### src/rtl/gpio_bus_master.sv
// Bus initiator: for one multiply job, writes A1/A2/start, polls status, reads W and L.
// Optional poll timeout is compiled in when GPIO_BUS_MASTER_TIMEOUT_EN is defined.
module gpio_bus_master #(
    parameter int unsigned STROBE_CYCLES = 2,
    parameter int unsigned POLL_GAP      = 4,
    parameter int unsigned POLL_MAX      = 64
) (
    input  logic        clk,
    input  logic        reset,
    input  logic        cmd_valid,
    output logic        cmd_ready,
    input  logic [23:0] cmd_a1,
    input  logic [23:0] cmd_a2,
    output logic        rsp_valid,
    input  logic        rsp_ready,
    output logic [31:0] rsp_w,
    output logic [23:0] rsp_l,
    output logic        rsp_ovf,
    output logic        rsp_timeout,
    output logic [15:0] saddress,
    output logic        swr,
    output logic        srd,
    output logic [31:0] sdata_out,
    input  logic [31:0] sdata_in
);

    // Handshakes: a transfer happens on a rising edge where valid && ready; valid-side
    // data stays stable until then, and ready/valid here are registered (no input-to-output path).

    if (STROBE_CYCLES < 1 || STROBE_CYCLES > 15) begin : g_bad_strobe
        $error("STROBE_CYCLES must be 1..15");
    end
    if (POLL_GAP > 255) begin : g_bad_gap
        $error("POLL_GAP must be 0..255");
    end
    if (POLL_MAX < 1 || POLL_MAX > 65535) begin : g_bad_poll_max
        $error("POLL_MAX must be 1..65535");
    end

    typedef enum logic [3:0] {
        S_IDLE, S_WR_A1, S_WR_A2, S_WR_GO, S_RD_STAT, S_GAP, S_RD_W, S_RD_L, S_RESP
    } state_t;

    typedef enum logic [1:0] {PH_SETUP, PH_STROBE, PH_HOLD} phase_t;

    localparam logic [15:0] ADDR_A1   = 16'h0380;
    localparam logic [15:0] ADDR_A2   = 16'h0388;
    localparam logic [15:0] ADDR_W    = 16'h0390;
    localparam logic [15:0] ADDR_L    = 16'h0398;
    localparam logic [15:0] ADDR_CTRL = 16'h03A0;
    localparam logic [3:0]  STROBE_LAST = 4'(STROBE_CYCLES);
    localparam logic [7:0]  GAP_LAST    = 8'(POLL_GAP - 1);

    state_t      state;
    phase_t      phase;
    logic [3:0]  strobe_cnt;
    logic [7:0]  gap_cnt;
    logic [23:0] a2_q;
    logic        stat_done;
    logic        poll_expired;
    logic        is_read;

    assign is_read = (state == S_RD_STAT) || (state == S_RD_W) || (state == S_RD_L);

`ifdef GPIO_BUS_MASTER_TIMEOUT_EN
    logic [15:0] poll_cnt;
    logic [15:0] poll_inc;

    // Saturating count of status reads in the current job.
    assign poll_inc     = (poll_cnt == 16'hFFFF) ? poll_cnt : poll_cnt + 16'd1;
    assign poll_expired = (32'(poll_inc) >= 32'(POLL_MAX));

    always_ff @(posedge clk or posedge reset) begin
        if (reset) begin
            poll_cnt <= '0;
        end else if (state == S_IDLE && cmd_ready && cmd_valid) begin
            poll_cnt <= '0;
        end else if (state == S_RD_STAT && phase == PH_HOLD) begin
            poll_cnt <= poll_inc;
        end
    end
`else
    assign poll_expired = 1'b0;
`endif

    always_ff @(posedge clk or posedge reset) begin
        if (reset) begin
            state       <= S_IDLE;
            phase       <= PH_SETUP;
            strobe_cnt  <= '0;
            gap_cnt     <= '0;
            a2_q        <= '0;
            stat_done   <= 1'b0;
            cmd_ready   <= 1'b0;
            rsp_valid   <= 1'b0;
            rsp_w       <= '0;
            rsp_l       <= '0;
            rsp_ovf     <= 1'b0;
            rsp_timeout <= 1'b0;
            saddress    <= '0;
            swr         <= 1'b0;
            srd         <= 1'b0;
            sdata_out   <= '0;
        end else begin
            case (state)
                S_IDLE: begin
                    if (cmd_ready && cmd_valid) begin
                        cmd_ready   <= 1'b0;
                        a2_q        <= cmd_a2;
                        rsp_w       <= '0;
                        rsp_l       <= '0;
                        rsp_ovf     <= 1'b0;
                        rsp_timeout <= 1'b0;
                        saddress    <= ADDR_A1;
                        sdata_out   <= {8'd0, cmd_a1};
                        phase       <= PH_SETUP;
                        state       <= S_WR_A1;
                    end else begin
                        cmd_ready <= 1'b1;
                    end
                end
                S_GAP: begin
                    if (gap_cnt == GAP_LAST) begin
                        gap_cnt  <= '0;
                        saddress <= ADDR_CTRL;
                        phase    <= PH_SETUP;
                        state    <= S_RD_STAT;
                    end else begin
                        gap_cnt <= gap_cnt + 8'd1;
                    end
                end
                S_RESP: begin
                    if (rsp_ready) begin
                        rsp_valid <= 1'b0;
                        cmd_ready <= 1'b1;
                        state     <= S_IDLE;
                    end
                end
                default: begin
                    case (phase)
                        PH_SETUP: begin
                            phase      <= PH_STROBE;
                            strobe_cnt <= 4'd1;
                            if (is_read) srd <= 1'b1;
                            else         swr <= 1'b1;
                        end
                        PH_STROBE: begin
                            if (strobe_cnt == STROBE_LAST) begin
                                srd        <= 1'b0;
                                swr        <= 1'b0;
                                strobe_cnt <= '0;
                                phase      <= PH_HOLD;
                                // Read data is taken on the edge that ends the strobe.
                                case (state)
                                    S_RD_STAT: begin
                                        stat_done <= sdata_in[1];
                                        rsp_ovf   <= ~sdata_in[0];
                                    end
                                    S_RD_W:  rsp_w <= sdata_in;
                                    S_RD_L:  rsp_l <= sdata_in[23:0];
                                    default: ;
                                endcase
                            end else begin
                                strobe_cnt <= strobe_cnt + 4'd1;
                            end
                        end
                        default: begin
                            phase     <= PH_SETUP;
                            sdata_out <= '0;
                            saddress  <= '0;
                            case (state)
                                S_WR_A1: begin
                                    saddress  <= ADDR_A2;
                                    sdata_out <= {8'd0, a2_q};
                                    state     <= S_WR_A2;
                                end
                                S_WR_A2: begin
                                    saddress <= ADDR_CTRL;
                                    state    <= S_WR_GO;
                                end
                                S_WR_GO: begin
                                    saddress <= ADDR_CTRL;
                                    state    <= S_RD_STAT;
                                end
                                S_RD_STAT: begin
                                    if (stat_done) begin
                                        saddress <= ADDR_W;
                                        state    <= S_RD_W;
                                    end else if (poll_expired) begin
                                        rsp_ovf     <= 1'b0;
                                        rsp_timeout <= 1'b1;
                                        rsp_valid   <= 1'b1;
                                        state       <= S_RESP;
                                    end else if (POLL_GAP == 0) begin
                                        saddress <= ADDR_CTRL;
                                        state    <= S_RD_STAT;
                                    end else begin
                                        gap_cnt <= '0;
                                        state   <= S_GAP;
                                    end
                                end
                                S_RD_W: begin
                                    saddress <= ADDR_L;
                                    state    <= S_RD_L;
                                end
                                default: begin
                                    rsp_valid <= 1'b1;
                                    state     <= S_RESP;
                                end
                            endcase
                        end
                    endcase
                end
            endcase
        end
    end

endmodule

### config.mk
export PLATFORM = sky130hd
export DESIGN_NAME = gpio_bus_master
export DESIGN_NICKNAME = d
export VERILOG_FILES = /design/src/rtl/gpio_bus_master.sv
export SDC_FILE = /design/constraint.sdc
export NUM_CORES = 1
export LEC_CHECK = 0
export BUFFER_PORTS_ARGS = -buffer_cell sky130_fd_sc_hd__buf_2
export CORE_AREA = 3 3 98 137
export DETAILED_ROUTE_END_ITERATION = 6
export DIE_AREA = 0 0 101 140
export PLACE_DENSITY = 0.78
export SLEW_MARGIN = 40
export SYNTH_ARGS = -nofsm -noshare
export SYNTH_HDL_FRONTEND = slang
export SYNTH_SLANG_ARGS = --single-unit
### constraint.sdc
create_clock -name clk -period 4.6 [get_ports clk]
set_input_delay 0.46 -clock clk [delete_from_list [all_inputs] [get_ports clk]]
set_output_delay 0.46 -clock clk [all_outputs]
set_load 0.01 [all_outputs]
# Word level (Yosys, flattened, before mapping)

Cells that the tools add are included.

Add/sub/neg operators: 2
Eq/ne operators: 25
Multiplexer cells: 56
Bitwise logic cells: 6
Reductions and logical operators: 35

Operators with widths:

| cell                                                                   | count |
|---|---|
| 32-bit two-way mux                                                     | 6 |
| 32-bit case mux with 2 select lines                                    | 2 |
| 24-bit two-way mux                                                     | 5 |
| 16-bit two-way mux                                                     | 3 |
| 16-bit case mux with 3 select lines                                    | 1 |
| 24-bit case mux with 2 select lines                                    | 1 |
| 10-bit case mux with 4 select lines                                    | 1 |
| 8-bit two-way mux                                                      | 4 |
| 4-bit AND reduction                                                    | 8 |
| 4-bit two-way mux                                                      | 5 |
| 4-bit case mux with 5 select lines                                     | 1 |
| 4-bit by 3-bit equality test with 1-bit output (second input constant) | 4 |
| 8-bit case mux with 2 select lines                                     | 1 |
| 2-bit nonzero test                                                     | 8 |
| 5-bit AND reduction                                                    | 3 |
| 4-bit by 2-bit equality test with 1-bit output (second input constant) | 3 |
| 1-bit two-way mux                                                      | 12 |
| 2-bit != test (second input constant)                                  | 6 |
| 4-bit case mux with 3 select lines                                     | 1 |
| 10-bit two-way mux                                                     | 1 |
| 2-bit by 1-bit != test with 1-bit output (second input constant)       | 5 |
| 1-bit case mux with 2 select lines                                     | 5 |
| 2-bit OR reduction                                                     | 5 |
| 8-bit by 1-bit adder with 8-bit output (second input constant)         | 1 |
| 21 further kinds                                                       | 32 |

Flip-flop bits (word level): 152
Bits of input ports: 84
Output and inout port bits: 110
Word-level logic and storage cells: 139

# Longest topological paths before layout

Word-level depth: 5
Depth in mapped cells: 7
Gate-level depth less buffers: 6

# Worst setup path after synthesis

No wires, ideal clock.

Path kind: register to register
Start point: register strobe_cnt[0]
End point: register rsp_l[22]
Setup time: 128 ps
Data arrival time: 2039 ps
Required time: 4472 ps
Setup slack: 2433 ps
Stages on the path, launching flop included: 8
Buffers on the path: 1
Clock period less this slack: 2167 ps
Cells stage by stage: dfrtp_1 > inv_1 > ha_1 > or3b_2 > nor3_1 > o211ai_4 > buf_2 > mux2_1

Cells in the longest elaborated chain, start to end: 3

Ends and longest elaborated chain:

| item                                           | RTL line | text |
|---|---|---|
| start, declared                                | 56       | `logic [3:0] strobe_cnt;` |
| start signal, assigned                         | 164      | `strobe_cnt <= strobe_cnt + 4'd1;` |
| 4-bit by 2-bit equality test with 1-bit output | 148      | `if (strobe_cnt == STROBE_LAST) begin` |
| 2-bit nonzero test (no source line)            | -        |  |
| 5-bit AND reduction (no source line)           | -        |  |
| end signal, assigned                           | 160      | `S_RD_L: rsp_l <= sdata_in[23:0];` |
| end, declared                                  | 17       | `output logic [23:0] rsp_l,` |

No other way between the ends.
A chain may end at the register's enable or synchronous reset.

# Worst setup path after layout

Start point: register state[0]
End point: register rsp_w[12]

Cells in the longest elaborated chain, start to end: 4
Elaborated cells between the ends (all ways): 12
Those cells by class: 4 x eq/ne; 1 x mux; 1 x bitwise; 6 x reduce/logical

Ends and longest elaborated chain:

| item                                                                                  | RTL line | text |
|---|---|---|
| start, declared                                                                       | 54       | `state_t state;` |
| start signal, assigned                                                                | 88       | `state <= S_IDLE;` |
| start signal, assigned                                                                | 117      | `state <= S_WR_A1;` |
| start signal, assigned                                                                | 127      | `state <= S_RD_STAT;` |
| 4-bit equality test or 4-bit by 3-bit equality test with 1-bit output (tied branches) | 105      | `case (state)` |
| 2-bit OR reduction (no source line)                                                   | -        |  |
| 1-bit inverter (no source line)                                                       | -        |  |
| 5-bit AND reduction (no source line)                                                  | -        |  |
| end signal, assigned                                                                  | 159      | `S_RD_W: rsp_w <= sdata_in;` |
| end, declared                                                                         | 16       | `output logic [31:0] rsp_w,` |

Parallel ways exist; a longest one is shown, timed or not.

==> impl_metrics.py <==
metrics = {
    "status": {
        "outcome": "finished clean",
    },
    "critical_path": {
        "critPathMaxFanout": 35,
        "worst_setup_path_end_kind": "register",
        "crit_buf_inv": 3,
        "cp_slowest_cell": "dfrtp_1",
        "path_cells": "or4_1, buf_4, nor2_8, o2111ai_4, buf_8, buf_8, mux2_4",
        "max_stage_delay_ps": 650,
        "critPathLaunchType": "register",
        "crit_type": "reg -> reg",
        "cpMostUsedCell": "buf_8",
        "crit_required_ps": 4890,
        "arrival_ps": 3340,
        "cp_top_family": "simple AND/OR/NAND/NOR gates",
    },
    "final_layout": {
        "num_antenna_cells": 0,
        "drive_gt1_share_pct": 42.8,
        "nets": 786,
        "final_cells": 860,
        "final_area_mm2": 0.00772,
        "synthToLayoutAreaGrowth_pct": 24.4,
        "layout_common_cells": "buf_2 (174), dfrtp_1 (132), mux2_2 (55)",
        "final_common_cell": "buf_2",
    },
    "timing": {
        "max_freq_ghz": 0.328,
        "finalSetupViolations": 0,
        "rsz0062_at_grt": "false",
        "timing.setup.tns_ps": 0,
        "max_slew_margin_pct": 47.0,
        "fin_worst_skew_ps": 5.35,
        "fin_crit_ps": 3050,
        "hold_viol": 0,
        "tightest_slew_ps": 788,
        "finalCritPeriodShare_pct": 66.2,
        "finalMaxSlewViolations": 0,
    },
    "cts": {
        "postCtsHoldBufs": 0,
        "clkLatencyLatePin_ps": 400,
        "cts_root_buffer": "clkbuf_16",
        "clkSlewWorstSetupHoldPaths_ps": 60,
        "cts_buffers": 17,
        "h-tree-depth": 4,
        "cts.sinks": 132,
        "post-cts-setup-buffer-count": 0,
        "cts_buffer_depth": 2,
        "cts_resized": 0,
        "tritoncts": "yes",
    },
    "drt": {
        "drtAntennaViolNets": 0,
        "drc": 0,
        "drt_iter0_markers": 230,
        "via_per_inst": 5.47,
        "post_drt_wl_per_cell_um": 17.2,
        "drt-pass1-iter-count": 4,
        "wl_um": 14800,
        "vias": 4706,
    },
    "logic_synthesis": {
        "synth_edf_count": 0,
        "ys_seq_area_share_pct": 53.2,
        "syn_inst": 528,
        "yosysUniqueCellTypes": 58,
        "synthFlopType": "dfrtp_1",
        "synth-seq-cells": 132,
        "syn_area_mm2": 0.00621,
        "syn_avg_cell_area_um2": 11.8,
        "async_reset_ff_share_pct": 100,
        "synth_warnings": 0,
    },
    "floorplanning": {
        "ios": 194,
        "dieArea_mm2": 0.0141,
        "row_count": 48,
        "die_w_um": 101,
        "core_mm2": 0.0124,
        "start_util_pct": 50.2,
        "die_h_um": 140,
    },
    "power": {
        "peakVddDrop_v": 0.000346,
        "powerDensity_mw_per_mm2": 731,
        "power_mw": 5.65,
        "p_int_mw": 3.55,
        "sw_frac_of_total_pct": 37.1,
        "clock_power_share_pct": 23.0,
        "power_switching_mw": 2.09,
        "leakage_nw": 3.90,
        "combPwrFrac_pct": 40.9,
        "power_frac_seq_pct": 36.0,
    },
    "placement": {
        "io_buffers": 174,
        "place_area_mm2": 0.00713,
        "globalplace.congestion": 0.858,
        "placedCellCount": 829,
        "hpwl_um": 10600,
    },
    "hold_path": {
        "hp-class": "in -> async",
    },
    "global_routing": {
        "antenna_found_initial": 0,
        "grt_max_degree": 64,
        "grt_pass1_wl_um": 23900,
        "grt_pass1_vias": 4834,
        "gr-total-overflow": 0,
        "grt_util_all_layers_pct": 21.2,
    },
    "run": {
        "drv_cap": 0,
    },
}
==> stage by stage <==
stage	util (%)	hold WS [ps]	worst slack, ps
detailed placement	57.6	471	1550
floorplan	-	482	614
CTS	62.3	225	1530
finish	62.4	115	1550
global placement	57.4	460	1300
global route	62.4	162	1380
==> metal layers <==
metal  part of all wire [%]  global-route usage [%]  routed length, um  up-vias
li1                       -                       -                  -     2179
met1                     40                    25.3               5980     2295
met4                    2.5                    9.10                366        0
met3                    8.1                    6.78               1210       27
met5                      0                       0                  0        -
met2                     49                    35.0               7280      205
==> registers in the layout, indices dropped and copies added, names as in the netlist <==
name,flops
srd,1
rsp_l,24
swr,1
phase,2
a2_q,24
state,4
cmd_ready,1
rsp_ovf,1
rsp_w,32
saddress,4
rsp_valid,1
sdata_out,24
gap_cnt,8
strobe_cnt,4
stat_done,1
==> layout make-up <==
class | count | area, um^2
clock buffer | 18 | 439
sequential | 132 | 3300
inverter | 20 | 80.1
clock inverter | 12 | 134
fill | 948 | 4650
tap | 150 | 188
multi-input combinational | 342 | 2590
timing repair buffer | 186 | 983
==> final timing paths <==
kind	start	end	slack [ps]	depth (start not counted)
max in group asynchronous	reset	rsp_w[20]$_DFFE_PP0P_	3500	3
hold / removal	reset	rsp_l[19]$_DFFE_PP0P_	120	2
setup / recovery	state[0]$_DFFE_PP0P_	rsp_w[12]$_DFFE_PP0P_	1550	7
hold reg to reg	sdata_out[23]$_DFFE_PP0P_	sdata_out[23]$_DFFE_PP0P_	480	2
setup reg to reg	state[0]$_DFFE_PP0P_	rsp_w[12]$_DFFE_PP0P_	1550	7
min in group clk	cmd_a2[20]	a2_q[20]$_DFFE_PP0P_	280	2
==> synth_stat cells (all sizes together), types with 6 or more instances <==
master | number | area, um^2
and2 | 25 | 156
dfrtp | 132 | 3300
buf | 35 | 245
a31oi | 6 | 37.5
o21ai | 38 | 190
inv | 20 | 75.1
mux2i | 10 | 100
a21oi | 10 | 50.1
nand2 | 43 | 161
mux2 | 79 | 972
nor2 | 13 | 65.1
nor3 | 9 | 45.0
clkbuf | 17 | 63.8
a22oi | 25 | 188
==> cells by family after synthesis <==
group,Yosys count,synth area share (%)
compound gates,108,12.0
xor+xnor,1,0.141
fa+ha+maj,3,0.605
buf+inv,72,6.19
flops,132,53.2
mux,89,17.3
other cells,1,0.0604
simple gates,122,10.6
==> power by group through the flow <==
stage	Sequential, mW	Clock, mW	Combinational (mW)
global route	2.10	1.37	2.56
floorplan	2.07	0	1.52
detailed placement	2.04	0	2.30
CTS	2.03	1.33	2.32
global placement	2.02	0	2.22
finish	2.04	1.30	2.31
(Power assumes the default switching activity.)
